### src/rtl/drac_pkg.sv
// drac_pkg: shared types and constants for the L2 refill path.
//   l2_arb_state_t   - refill arbiter FSM state (IDLE, ACQ, GRANT)
//   L2_ACQ_*         - fixed fields of the block acquire. These are driven at the
//                      top_drac level, next to the io_mem_acquire_* pins.
//   l2_refill_req_t  - one requester's view of a refill request
//   l2_refill_resp_t - one grant beat as seen by a requester
//   l2_xid           - maps a requester index onto the 2-bit client_xact_id
package drac_pkg;

  typedef enum logic [1:0] {
    IDLE  = 2'd0,
    ACQ   = 2'd1,
    GRANT = 2'd2
  } l2_arb_state_t;

  localparam logic        L2_ACQ_BUILTIN = 1'b1;
  localparam logic [2:0]  L2_ACQ_TYPE    = 3'b001;
  localparam logic [16:0] L2_ACQ_UNION   = 17'h001C1;
  localparam logic [1:0]  L2_ACQ_BEAT    = 2'd0;

  localparam int L2_ADDR_W = 26;
  localparam int L2_DATA_W = 128;

  typedef struct packed {
    logic                 valid;
    logic [L2_ADDR_W-1:0] paddr;
  } l2_refill_req_t;

  typedef struct packed {
    logic                 valid;
    logic [L2_DATA_W-1:0] data;
    logic [1:0]           beat;
    logic                 last;
  } l2_refill_resp_t;

  function automatic logic [1:0] l2_xid(input int unsigned idx);
    logic [31:0] v;
    v = idx;
    return v[1:0];
  endfunction

endpackage

### src/rtl/rr_arbiter.sv
// rr_arbiter: purely combinational round-robin pick.
//   req_i     - request vector
//   ptr_i     - index of the last winner; search starts at ptr_i+1
//   gnt_o     - one-hot grant (all zero when nothing requests)
//   gnt_idx_o - binary index of the granted requester
//   any_o     - at least one request present
module rr_arbiter #(
  parameter int N     = 2,
  parameter int IDX_W = (N > 1) ? $clog2(N) : 1
) (
  input  logic [N-1:0]     req_i,
  input  logic [IDX_W-1:0] ptr_i,
  output logic [N-1:0]     gnt_o,
  output logic [IDX_W-1:0] gnt_idx_o,
  output logic             any_o
);

  logic [IDX_W-1:0] cand;

  // Walk the requesters starting just after the pointer and wrapping; the
  // first one found wins, so the last winner has the lowest priority.
  always_comb begin
    gnt_o     = '0;
    gnt_idx_o = '0;
    any_o     = 1'b0;
    cand      = '0;
    for (int i = 1; i <= N; i++) begin
      cand = IDX_W'((int'(ptr_i) + i) % N);
      if (!any_o && req_i[cand]) begin
        any_o       = 1'b1;
        gnt_o[cand] = 1'b1;
        gnt_idx_o   = cand;
      end
    end
  end

endmodule

### src/rtl/l2_refill_arbiter.sv
// l2_refill_arbiter: shares the single L2 acquire/grant port among N_REQ refill
// requesters (index 0 = icache). One block transaction is outstanding at a time:
// the arbiter picks a winner, issues the acquire, owns the 4-beat grant burst and
// routes each beat to the owner.
//
// Ports
//   CLK, RST             clock; asynchronous active-low reset
//   req_valid_i/paddr_i  per-requester block request and block address
//   req_ready_o          one-hot, request taken this cycle
//   req_kill_i           owner no longer wants its burst (beats are drained)
//   resp_*_o             beat forwarding to the owner (0-cycle latency)
//   mem_acquire_*        acquire channel to L2 (addr/xid latched at arbitration)
//   mem_grant_*          grant beat channel from L2 (never back-pressured)
//   busy_o               FSM not IDLE
//   err_timeout_o        sticky: burst not finished within TIMEOUT cycles
//   err_stray_o          sticky: beat outside GRANT or with an unexpected index
//   dbg_state_o          current FSM state
//
// Handshake: a transfer happens on a cycle where both valid and ready are 1.
// Requesters hold valid/paddr stable until ready (dropping early just loses
// arbitration). mem_acquire_valid_o stays up with stable addr/xid until
// mem_acquire_ready_i. Grant beats transfer whenever mem_grant_valid_i is 1.
module l2_refill_arbiter
  import drac_pkg::*;
#(
  parameter int N_REQ   = 2,
  parameter int ADDR_W  = 26,
  parameter int DATA_W  = 128,
  parameter int TIMEOUT = 1024
) (
  input  logic                    CLK,
  input  logic                    RST,
  input  logic [N_REQ-1:0]        req_valid_i,
  input  logic [N_REQ*ADDR_W-1:0] req_paddr_i,
  output logic [N_REQ-1:0]        req_ready_o,
  input  logic [N_REQ-1:0]        req_kill_i,
  output logic [N_REQ-1:0]        resp_valid_o,
  output logic [DATA_W-1:0]       resp_data_o,
  output logic [1:0]              resp_beat_o,
  output logic                    resp_last_o,
  output logic                    mem_acquire_valid_o,
  input  logic                    mem_acquire_ready_i,
  output logic [ADDR_W-1:0]       mem_acquire_addr_o,
  output logic [1:0]              mem_acquire_xid_o,
  input  logic                    mem_grant_valid_i,
  input  logic [DATA_W-1:0]       mem_grant_data_i,
  input  logic [1:0]              mem_grant_beat_i,
  output logic                    mem_grant_ready_o,
  output logic                    busy_o,
  output logic                    err_timeout_o,
  output logic                    err_stray_o,
  output l2_arb_state_t           dbg_state_o
);

  localparam int IDX_W = (N_REQ > 1) ? $clog2(N_REQ) : 1;
  localparam int TMR_W = $clog2(TIMEOUT);
  localparam logic [TMR_W-1:0] TMR_LAST = TMR_W'(TIMEOUT - 1);

  l2_arb_state_t     state_q;
  logic [IDX_W-1:0]  owner_q;
  logic [IDX_W-1:0]  rr_ptr_q;
  logic [ADDR_W-1:0] addr_q;
  logic [1:0]        beat_cnt_q;
  logic [TMR_W-1:0]  timer_q;
  logic              drain_q;
  logic              err_timeout_q;
  logic              err_stray_q;

  logic [N_REQ-1:0]  arb_gnt;
  logic [IDX_W-1:0]  arb_idx;
  logic              arb_any;
  logic [ADDR_W-1:0] win_paddr;
  logic [N_REQ-1:0]  owner_oh;
  logic              in_burst;
  logic              kill_owner;
  logic              beat_fire;
  logic              beat_fwd;
  logic              last_beat;
  logic              stray_evt;
  logic              timeout_hit;

  rr_arbiter #(
    .N     (N_REQ),
    .IDX_W (IDX_W)
  ) u_rr_arbiter (
    .req_i     (req_valid_i),
    .ptr_i     (rr_ptr_q),
    .gnt_o     (arb_gnt),
    .gnt_idx_o (arb_idx),
    .any_o     (arb_any)
  );

  always_comb begin
    win_paddr = '0;
    owner_oh  = '0;
    for (int i = 0; i < N_REQ; i++) begin
      if (arb_gnt[i]) win_paddr = req_paddr_i[i*ADDR_W +: ADDR_W];
      owner_oh[i] = (owner_q == IDX_W'(i));
    end
  end

  assign in_burst    = (state_q == ACQ) || (state_q == GRANT);
  // Only the owner's kill matters; other requesters have nothing in flight.
  assign kill_owner  = in_burst && (|(req_kill_i & owner_oh));
  assign beat_fire   = (state_q == GRANT) && mem_grant_valid_i;
  // A kill arriving with a beat suppresses that beat too.
  assign beat_fwd    = beat_fire && !drain_q && !kill_owner;
  // The burst ends on the fourth beat consumed, whatever index L2 reported.
  assign last_beat   = beat_fire && (beat_cnt_q == 2'd3);
  assign stray_evt   = mem_grant_valid_i &&
                       ((state_q != GRANT) || (mem_grant_beat_i != beat_cnt_q));
  assign timeout_hit = in_burst && (timer_q == TMR_LAST);

  assign req_ready_o         = (state_q == IDLE) ? arb_gnt : '0;
  assign resp_valid_o        = beat_fwd ? owner_oh : '0;
  assign resp_data_o         = beat_fwd ? mem_grant_data_i : '0;
  assign resp_beat_o         = beat_fwd ? mem_grant_beat_i : 2'd0;
  assign resp_last_o         = beat_fwd && (mem_grant_beat_i == 2'd3);
  assign mem_acquire_valid_o = (state_q == ACQ);
  assign mem_acquire_addr_o  = addr_q;
  assign mem_acquire_xid_o   = l2_xid(int'(owner_q));
  assign mem_grant_ready_o   = 1'b1;
  assign busy_o              = (state_q != IDLE);
  assign err_timeout_o       = err_timeout_q;
  assign err_stray_o         = err_stray_q;
  assign dbg_state_o         = state_q;

  always_ff @(posedge CLK or negedge RST) begin
    if (!RST) begin
      state_q       <= IDLE;
      owner_q       <= '0;
      rr_ptr_q      <= IDX_W'(N_REQ - 1);
      addr_q        <= '0;
      beat_cnt_q    <= 2'd0;
      timer_q       <= '0;
      drain_q       <= 1'b0;
      err_timeout_q <= 1'b0;
      err_stray_q   <= 1'b0;
    end else begin
      if (stray_evt) err_stray_q <= 1'b1;

      case (state_q)
        IDLE: begin
          if (arb_any) begin
            addr_q     <= win_paddr;
            owner_q    <= arb_idx;
            rr_ptr_q   <= arb_idx;
            drain_q    <= 1'b0;
            timer_q    <= '0;
            beat_cnt_q <= 2'd0;
            state_q    <= ACQ;
          end
        end

        ACQ: begin
          if (kill_owner) drain_q <= 1'b1;
          if (timeout_hit) begin
            err_timeout_q <= 1'b1;
            state_q       <= IDLE;
          end else if (mem_acquire_ready_i) begin
            // Timer restarts at acceptance so the limit covers the burst itself.
            beat_cnt_q <= 2'd0;
            timer_q    <= '0;
            state_q    <= GRANT;
          end else begin
            timer_q <= timer_q + 1'b1;
          end
        end

        GRANT: begin
          if (kill_owner) drain_q <= 1'b1;
          if (last_beat) begin
            // A burst completing on the timeout cycle is not an error.
            beat_cnt_q <= 2'd0;
            drain_q    <= 1'b0;
            state_q    <= IDLE;
          end else if (timeout_hit) begin
            err_timeout_q <= 1'b1;
            drain_q       <= 1'b0;
            state_q       <= IDLE;
          end else begin
            timer_q <= timer_q + 1'b1;
            if (beat_fire) beat_cnt_q <= beat_cnt_q + 2'd1;
          end
        end

        default: state_q <= IDLE;
      endcase
    end
  end

endmodule

### config.mk
export PLATFORM = sky130hd
export DESIGN_NAME = l2_refill_arbiter
export DESIGN_NICKNAME = d
export VERILOG_FILES = /design/src/rtl/drac_pkg.sv /design/src/rtl/rr_arbiter.sv /design/src/rtl/l2_refill_arbiter.sv
export SDC_FILE = /design/constraint.sdc
export NUM_CORES = 1
export LEC_CHECK = 0
export BUFFER_PORTS_ARGS = -buffer_cell sky130_fd_sc_hd__buf_4
export CORE_AREA = 2 2 139 141
export DETAILED_ROUTE_END_ITERATION = 6
export DIE_AREA = 0 0 141 143
export GPL_TIMING_DRIVEN = 0
export PLACE_DENSITY_LB_ADDON = 0.1
export SLEW_MARGIN = 20
export SYNTH_ARGS = -nofsm -noshare
export SYNTH_HDL_FRONTEND = slang
export SYNTH_HIERARCHICAL = 1
export SYNTH_SLANG_ARGS = --single-unit
export TNS_END_PERCENT = 20
### constraint.sdc
create_clock -name CLK -period 4.9 [get_ports CLK]
set_clock_uncertainty 0.2 [all_clocks]
set_input_delay 0.735 -clock CLK [delete_from_list [all_inputs] [get_ports CLK]]
set_output_delay 0.735 -clock CLK [all_outputs]
set_load 0.02 [all_outputs]
* After elaboration in Yosys (flattened, before gate mapping)
Index checks and enable logic that the tools add are counted.
Word-level totals: word-level logic and storage cells 110, bits of input ports 190, bits in registers 45
Operators by class: bitwise gates (word level) 3, muxes and demuxes 47, reductions and logical operators 27, eq/ne operators 16, add/subtract/negate cells 4, $lt $le $gt $ge 4
Operator list (number):
- $mux 128 | 1
- $mux 26 | 2
- $mux 10 | 5
- $mux 2 | 16
- $pmux 10 s3 | 1
- $mux 1 | 16
- $pmux 2 s3 | 2
- $logic_and 1x1->1 | 11
- $add 10x1->10 const B | 1
- $eq 10x10->1 const B | 1
- $ne 2x2->1 const B | 5
- $ne 3x3->1 const B | 3
- $eq 2x2->1 const B | 3
- $reduce_and 2->1 | 3
- $reduce_and 6->1 | 1
- $reduce_and 5->1 | 1
- $lt 1x2->1 const B | 2
- $reduce_bool 2->1 | 2
- $logic_not 1->1 | 3
- $ne 3x1->1 const B | 1
- $pmux 1 s3 | 1
- $reduce_and 3->1 | 1
- $reduce_bool 3->1 | 1
- $add 1x1->1 const B | 2
- other kinds (13) | 16

* Longest topological paths before layout
Gate-level depths: netlist of the first run.
depth in word-level cells 10, depth in mapped cells 8, depth with buffers taken out 6

* Hierarchy
The synthesis of the first run kept the hierarchy.
By module, submodules not included:
- l2_refill_arbiter | instances 1, area an instance 3337.0 um2, cells an instance 408, seq. area each 1127.3 um2
- rr_arbiter | instances 1, area an instance 32.5 um2, cells an instance 5, seq. area each 0.0 um2

* Worst setup path before layout of the first run
Ideal clock, no wire load.
kind input port to output port, start input port req_kill_i[1], end output port resp_beat_o[0], stages on the path 7, slack 1934 ps, arrival time 2031 ps, buffers on the path 3, cell sequence mux2_1 -> a21oi_1 -> and3_1 -> buf_2 -> buf_2 -> clkbuf_2 -> and2_1
Between the ends: cells in the longest elaborated chain, start to end 6
RTL lines:
- start: declaration | line l2_refill_arbiter.sv:36 | input logic [N_REQ-1:0] req_kill_i,
- $and 2x2->2 | line l2_refill_arbiter.sv:104 | assign kill_owner = in_burst && (|(req_kill_i & owner_oh));
- $reduce_or 2->1 | line l2_refill_arbiter.sv:104
- $logic_and 1x1->1 | line l2_refill_arbiter.sv:104
- $logic_not 1->1 | line l2_refill_arbiter.sv:107 | assign beat_fwd = beat_fire && !drain_q && !kill_owner;
- $logic_and 1x1->1 | line l2_refill_arbiter.sv:107
- $mux 2 | line l2_refill_arbiter.sv:117 | assign resp_beat_o = beat_fwd ? mem_grant_beat_i : 2'd0;
- end: declaration | line l2_refill_arbiter.sv:39 | output logic [1:0] resp_beat_o,
No other way between the ends.

* Final worst setup path of the first run
start input port req_kill_i[1], end output port resp_data_o[82]
Between the ends: cells in the longest elaborated chain, start to end 6
RTL lines:
- $and 2x2->2 | line l2_refill_arbiter.sv:104
- $reduce_or 2->1 | line l2_refill_arbiter.sv:104
- $logic_and 1x1->1 | line l2_refill_arbiter.sv:104
- $logic_not 1->1 | line l2_refill_arbiter.sv:107
- $logic_and 1x1->1 | line l2_refill_arbiter.sv:107
- $mux 128 | line l2_refill_arbiter.sv:116 | assign resp_data_o = beat_fwd ? mem_grant_data_i : '0;
- end: declaration | line l2_refill_arbiter.sv:38 | output logic [DATA_W-1:0] resp_data_o,
No other way between the ends.

==> results of run 1 <==
state kept, by name (all words and copies together), names as in the netlist:
register            flops
beat_cnt_q              2
dbg_state_o             2
drain_q                 1
owner_q                 1
err_stray_o             1
rr_ptr_q                1
mem_acquire_addr_o     26
err_timeout_o           1
timer_q                10
metal layers:
metal	track usage, %	share of wire (%)
met5	0	0
met4	2.684	0.53
met3	3.991	6.9
met2	30.60	51
met1	21.36	41
cell usage in the layout, fill, tap and decap left out, drive strengths merged, types with 3 or more instances in the layout:
cell type / count
o221ai: 3
dfrtp: 44
a221oi: 5
nor2: 30
o21ai: 7
and3: 3
mux2i: 3
nand3: 8
mux2: 3
nand2: 11
o2bb2ai: 3
o22ai: 4
and2: 135
clkbuf: 25
a21boi: 3
inv: 16
nor3: 3
ha: 7
a22oi: 25
nand2b: 7
a21oi: 32
buf: 371
o41ai: 3
nor2b: 3
per-stage QoR:
stage	cells	cell area [µm²]	utilization [%]	power (mW)
after detailed placement	1004	6342	34.13	2.303
after global placement	1004	6342	34.13	2.291
after CTS	1012	6533	35.16	2.758
after global routing	1012	6533	35.16	2.908
after floorplan	413	3369	-	1.527
final	1012	6533	35.16	2.721
power breakdown:
part | internal [mW] | switching, mW | leakage (nW)
clock | 0.291 | 0.150 | 0.0938
combinational | 0.706 | 0.959 | 2.69
sequential | 0.518 | 0.0973 | 0.546
total | 1.52 | 1.21 | 3.33
cells by family (layout without fill, tap and decap cells):
family / Yosys count / count (layout) / share of synthesized area (%)
simple gates: 206 / 206 / 35.31
mux: 6 / 6 / 1.894
xor+xnor: 2 / 2 / 0.5200
compound gates: 95 / 95 / 19.68
buf+inv: 50 / 415 / 6.313
other cells: 2 / 2 / 0.2229
flops: 45 / 45 / 33.46
fa+ha+maj: 7 / 7 / 2.599
layout make-up:
type	instances	area, µm²	share of cell area [%]
Clock buffer	5	125.1	1.915
Buffer	34	152.6	2.337
Sequential cell	45	1127	17.26
Multi-Input combinational cell	318	2029	31.07
Tap cell	234	292.8	4.482
Inverter	16	60.06	0.9194
Clock inverter	3	65.06	0.9960
Timing Repair Buffer	357	2680	41.03
worst min path at each step:
stage	from	end	slack, ps
floorplan	RST	beat_cnt_q[0]$_DFFE_PN0P_	240
finish	RST	mem_acquire_addr_o[6]$_DFFE_PN0P_	250
global placement	err_stray_o$_DFFE_PN0P_	err_stray_o$_DFFE_PN0P_	240
CTS	err_stray_o$_DFFE_PN0P_	err_stray_o$_DFFE_PN0P_	260
detailed placement	err_stray_o$_DFFE_PN0P_	err_stray_o$_DFFE_PN0P_	250
global route	err_stray_o$_DFFE_PN0P_	err_stray_o$_DFFE_PN0P_	290
==> metrics, run 1 <==
Synthesized Nets=610; Final Hold Viols=0; Crit Reg-Reg Startpoint=dbg_state_o[1]$_DFFE_PN0P_; Post-route DRC=0; worst hold slack=252.7 ps; Period minus WS final=3492 ps; Post-synth top cells=and2_1, dfrtp_1, a21oi_1; worst-margin pin slew=765.1 ps; Post-Route Setup TNS=0 ps; P_leak=3.326 nW; MaxCap Viol Count=0; number of synthesized flops with an enable pin=0; die span in x=141 µm; maximum vdd drop=0.0003000 V; max frequency=286.4 MHz; Die Y=143 µm; gpl congestion=0.8528; DR pass1 iterations=4; initial core utilization=18.13%; CTS Buf Count=5; Slew Limit Fails=0; hold_buf cts=0; first-pass GRT wire length=26,320 µm; Avg WL per Cell=18.32 µm; ys flop type=dfrtp_1; pre-CTS WS=1318 ps; Root Driver=clkbuf_16; routed vias=4,377; Final ANT Viol Nets=0; asr flop ratio synth=100.0%; register area share after synthesis=33.46%; Setup crit end=resp_data_o[82]; WP data required=3960 ps; share of the synthesized area in the top cell type=32.68%; R2R Setup Slk=2340 ps; DP HPWL=15,660 µm; Core Rows=50; delay-heaviest family, CP=buffers and inverters; area grow syn2layout=93.87%; n_diodes=0; slowest cell on the critical path=mux2_1; Clock transition at path regs=60 ps; crit end category=primary output; crit path cell chain=buf_4 -> mux2_1 -> a21oi_1 -> and3_1 -> buf_2 -> buf_2 -> clkbuf_2 -> and2_1 -> buf_4; WP data arrival=2560 ps; total wire length=18,540 µm; GRT Residual Overflow=0; hold crit path type=input port to async pin; maximum clock path buffer count=2; fillers=1,972; CTS Sinks=45; Stages on worst setup path=9; final setup vio count=0; Reg2Reg Depth=6; r2r endpoint=timer_q[3]$_DFFE_PN0P_; CP Launch Point=req_kill_i[1]; Avg Cell Area, Syn=8.159 µm²; slew margin rel.=47.67%; cells after synthesis=413; Port Buffers=357; Post-CTS Setup Repair Bufs=0; Die ar.=20,160 µm²; CTS tree=yes; Via density=4.325; largest net degree at the start of global routing=46; all-layer global routing usage=17.10%; crit path launch type=input port; IO Pins=360; Worst Path Max Fanout=10; NumNets Final=974; Power Dens Cells=416.6 nW/µm²; most instantiated library cell after synthesis=and2_1; DR iter-0 viols=126; status=complete, no violations; Resized cells post-CTS=0; Synth Cell Area=3369 µm²; kind of critical path=input port to primary output; core area=18,580 µm²; vias in the first global route=4,349; RSZ-0062 raised after global routing=no; Clock Latency Late Sink=290 ps; final worst path period share=71.26%; dominant cell type by area after synthesis=dfrtp_1; count of different cell masters after synthesis=51; antenna violations before repair=0; Yosys reg bits=45; H-tree lvl count=2; critical path's largest stage delay=330 ps; Synth area leaders=dfrtp_1, and2_1, a22oi_1; Yosys warning total=6; setup ws final=1408 ps; CP bufs+invs=5; fraction of layout cells with a size suffix above 1=50.00%
No activity file was read; power rests on OpenSTA's default activity.
==> inputs of run 2 (changes only) <==
- CORE_AREA: 2 2 139 141 -> 2 2 141 143
- DIE_AREA: 0 0 141 143 -> 0 0 143 145
- clock period: 4.9 -> 3.1 ns (I/O delays scaled with it)
==> run 2 against run 1 <==
  * The run now ends with hold timing left
  * Register-to-register slack got worse by 1800 ps
  * Clock power rose by 58%
  * Setup slack got worse by 1200 ps
  * Flip-flop and latch count did not move
  * Die area rose by 2.8%
  * Worst hold slack got worse by 270 ps
  * Final cell count rose by 3.2%
  * First-iteration DRC count rose by 40%
==> metrics, run 2 (synthesized netlist as in run 1, its figures left out) <==
DP HPWL=16,350 µm (+4.4%); largest net degree at the start of global routing=46 (unchanged); crit path launch type=register; die span in x=143 µm (+1.4%); kind of critical path=register to primary output; Crit Reg-Reg Startpoint=dbg_state_o[0]$_DFFE_PN0P_; Die ar.=20,740 µm² (+2.8%); Final Hold Viols=16 (+16); total wire length=19,190 µm (+3.5%); CP most frequent cell=buf_4; P_leak=3.343 nW (+0.50%); Via density=4.200 (-2.9%); gpl congestion=0.9521 (+12%); WP data arrival=2260 ps (-300 ps); MaxCap Viol Count=0 (unchanged); maximum clock path buffer count=2 (unchanged); antenna violations before repair=0 (unchanged); hold_buf cts=0 (unchanged); Clock transition at path regs=60 ps (about the same); Final ANT Viol Nets=0 (unchanged); Pwr Total=4.335 mW (+59%); status=complete, but fails checks; CTS Buf Count=5 (unchanged); Slew Limit Fails=0 (unchanged); R2R Setup Slk=530 ps (-1810 ps); Period minus WS final=2922 ps; slew margin rel.=44.95% (-2.7 points); core area=19,210 µm² (+3.4%); H-tree lvl count=2 (unchanged); Post-Route Setup TNS=0 ps (unchanged); Power Dens Cells=656.2 nW/µm² (+58%); maximum vdd drop=0.0003016 V (+0.53%); Port Buffers=357 (unchanged); Reg2Reg Depth=7 (+1); worst hold slack=-17.61 ps (-270.3 ps); Die Y=145 µm (+1.4%); most frequent cells in the layout=buf_4, and2_1, dfrtp_1; first-pass GRT wire length=27,960 µm (+6.2%); GRT Residual Overflow=0 (unchanged); NumNets Final=975 (+0.10%); final core utilization=34.40% (-0.76 points); WP data required=2430 ps (-1530 ps); Clock Latency Late Sink=290 ps (about the same); n_diodes=0 (unchanged); r2r endpoint=timer_q[3]$_DFFE_PN0P_; critical path's largest stage delay=440 ps (+110 ps); DR pass1 iterations=4 (unchanged); Root Driver=clkbuf_16; routed vias=4,385 (+0.18%); fraction of layout cells with a size suffix above 1=50.83% (+0.83 points); crit end category=primary output; final setup vio count=0 (unchanged); final worst path period share=94.26%; Post-route DRC=0 (unchanged); hold crit path type=input port to async pin; IO Pins=360 (unchanged); Final Cell Area=6606 µm² (+1.1%); max frequency=342.2 MHz; slowest cell on the critical path=dfrtp_2; worst-margin pin slew=805.0 ps (+39.88 ps); Worst Path Max Fanout=10 (unchanged); Avg WL per Cell=18.38 µm (+0.35%); all-layer global routing usage=17.58% (+0.48 points); initial core utilization=17.54% (-0.59 points); area grow syn2layout=96.06%; crit path cell chain=inv_1 -> ha_2 -> a21oi_2 -> and3_1 -> buf_4 -> buf_6 -> clkbuf_4 -> and2_1 -> buf_4; vias in the first global route=4,479 (+3.0%); Post-DP Area=6381 µm² (+0.61%); DR iter-0 viols=176 (+40%); commonest non-fill, non-tap cell in the layout=buf_4; Core Rows=51 (+2.0%); CTS tree=yes; max reg flops=26 (unchanged); fillers=2,042 (+3.5%); failing checks=hold timing; CTS Sinks=45 (unchanged); RSZ-0062 raised after global routing=no
[run 2: changes by cell type in the layout (fill, tap and decap cells not counted)]
cell,previous run,this run
ha_1,7,6
a21oi_2,1,2
clkbuf_4,0,3
a21oi_1,31,30
dfrtp_2,0,1
buf_6,0,1
clkbuf_1,13,10
buf_4,360,362
dfrtp_1,44,43
ha_2,0,1
clkbuf_2,7,5
[run 2: cell type report]
type	count	area [µm²]	area share, %
repair buffers	358	2688	40.68
inverters	16	60.06	0.9091
multi-input cells	318	2036	30.81
clock inverters	3	65.06	0.9848
well taps	265	331.6	5.019
flip-flops and latches	45	1129	17.08
plain buffers	34	172.7	2.614
clock buffers	5	125.1	1.894
[run 2: metrics by stage]
stage          instances  setup WS [ps]
6_report            1044          178.0
5_1_grt             1044          9.295
4_1_cts             1043          13.02
3_5_place_dp        1035          113.7
3_3_place_gp        1035          112.3
2_1_floorplan        413          476.8
[run 2: worst max path at each step]
stage | slack, ps | from | endpoint | depth (start not counted)
after floorplan | 480 | dbg_state_o[0]$_DFFE_PN0P_ | resp_beat_o[0] | 8
after global placement | 110 | req_kill_i[1] | resp_data_o[78] | 9
after detailed placement | 110 | req_kill_i[1] | resp_data_o[119] | 9
after CTS | 10 | dbg_state_o[0]$_DFFE_PN0P_ | resp_data_o[27] | 8
after global routing | 9 | dbg_state_o[0]$_DFFE_PN0P_ | resp_data_o[100] | 9
final | 180 | dbg_state_o[0]$_DFFE_PN0P_ | resp_data_o[78] | 9
[run 2: routing by layer]
metal	part of all wire (%)	vias to the layer above	track usage, %
li1	-	2122	-
met1	38	2056	20.11
met2	51	195	31.84
met3	11	12	6.271
met4	0.80	0	2.376
met5	0	-	0
[run 2: critical path: cells and delay by family (launching register included)]
kind | cells | cell delay, ps
AO/OA/AOI/OAI | 1 | 140
adder cells (fa/ha/maj) | 1 | 320
flip-flops | 1 | 440
buffers and inverters | 5 | 770
AND/OR/NAND/NOR | 2 | 300
[run 2: what timing repair did]
item | 4_1_cts | 5_1_grt
buffers inserted | 0 | 1
resized for setup | 4 | 15
endpoints found under the setup margin | 79 | 121
[run 2: report_power, final]
group	switching [mW]	leakage [nW]	total, mW	internal (mW)
Combinational	1.53	2.70	2.67	1.14
Sequential	0.151	0.545	0.971	0.820
Clock	0.235	0.0938	0.695	0.461
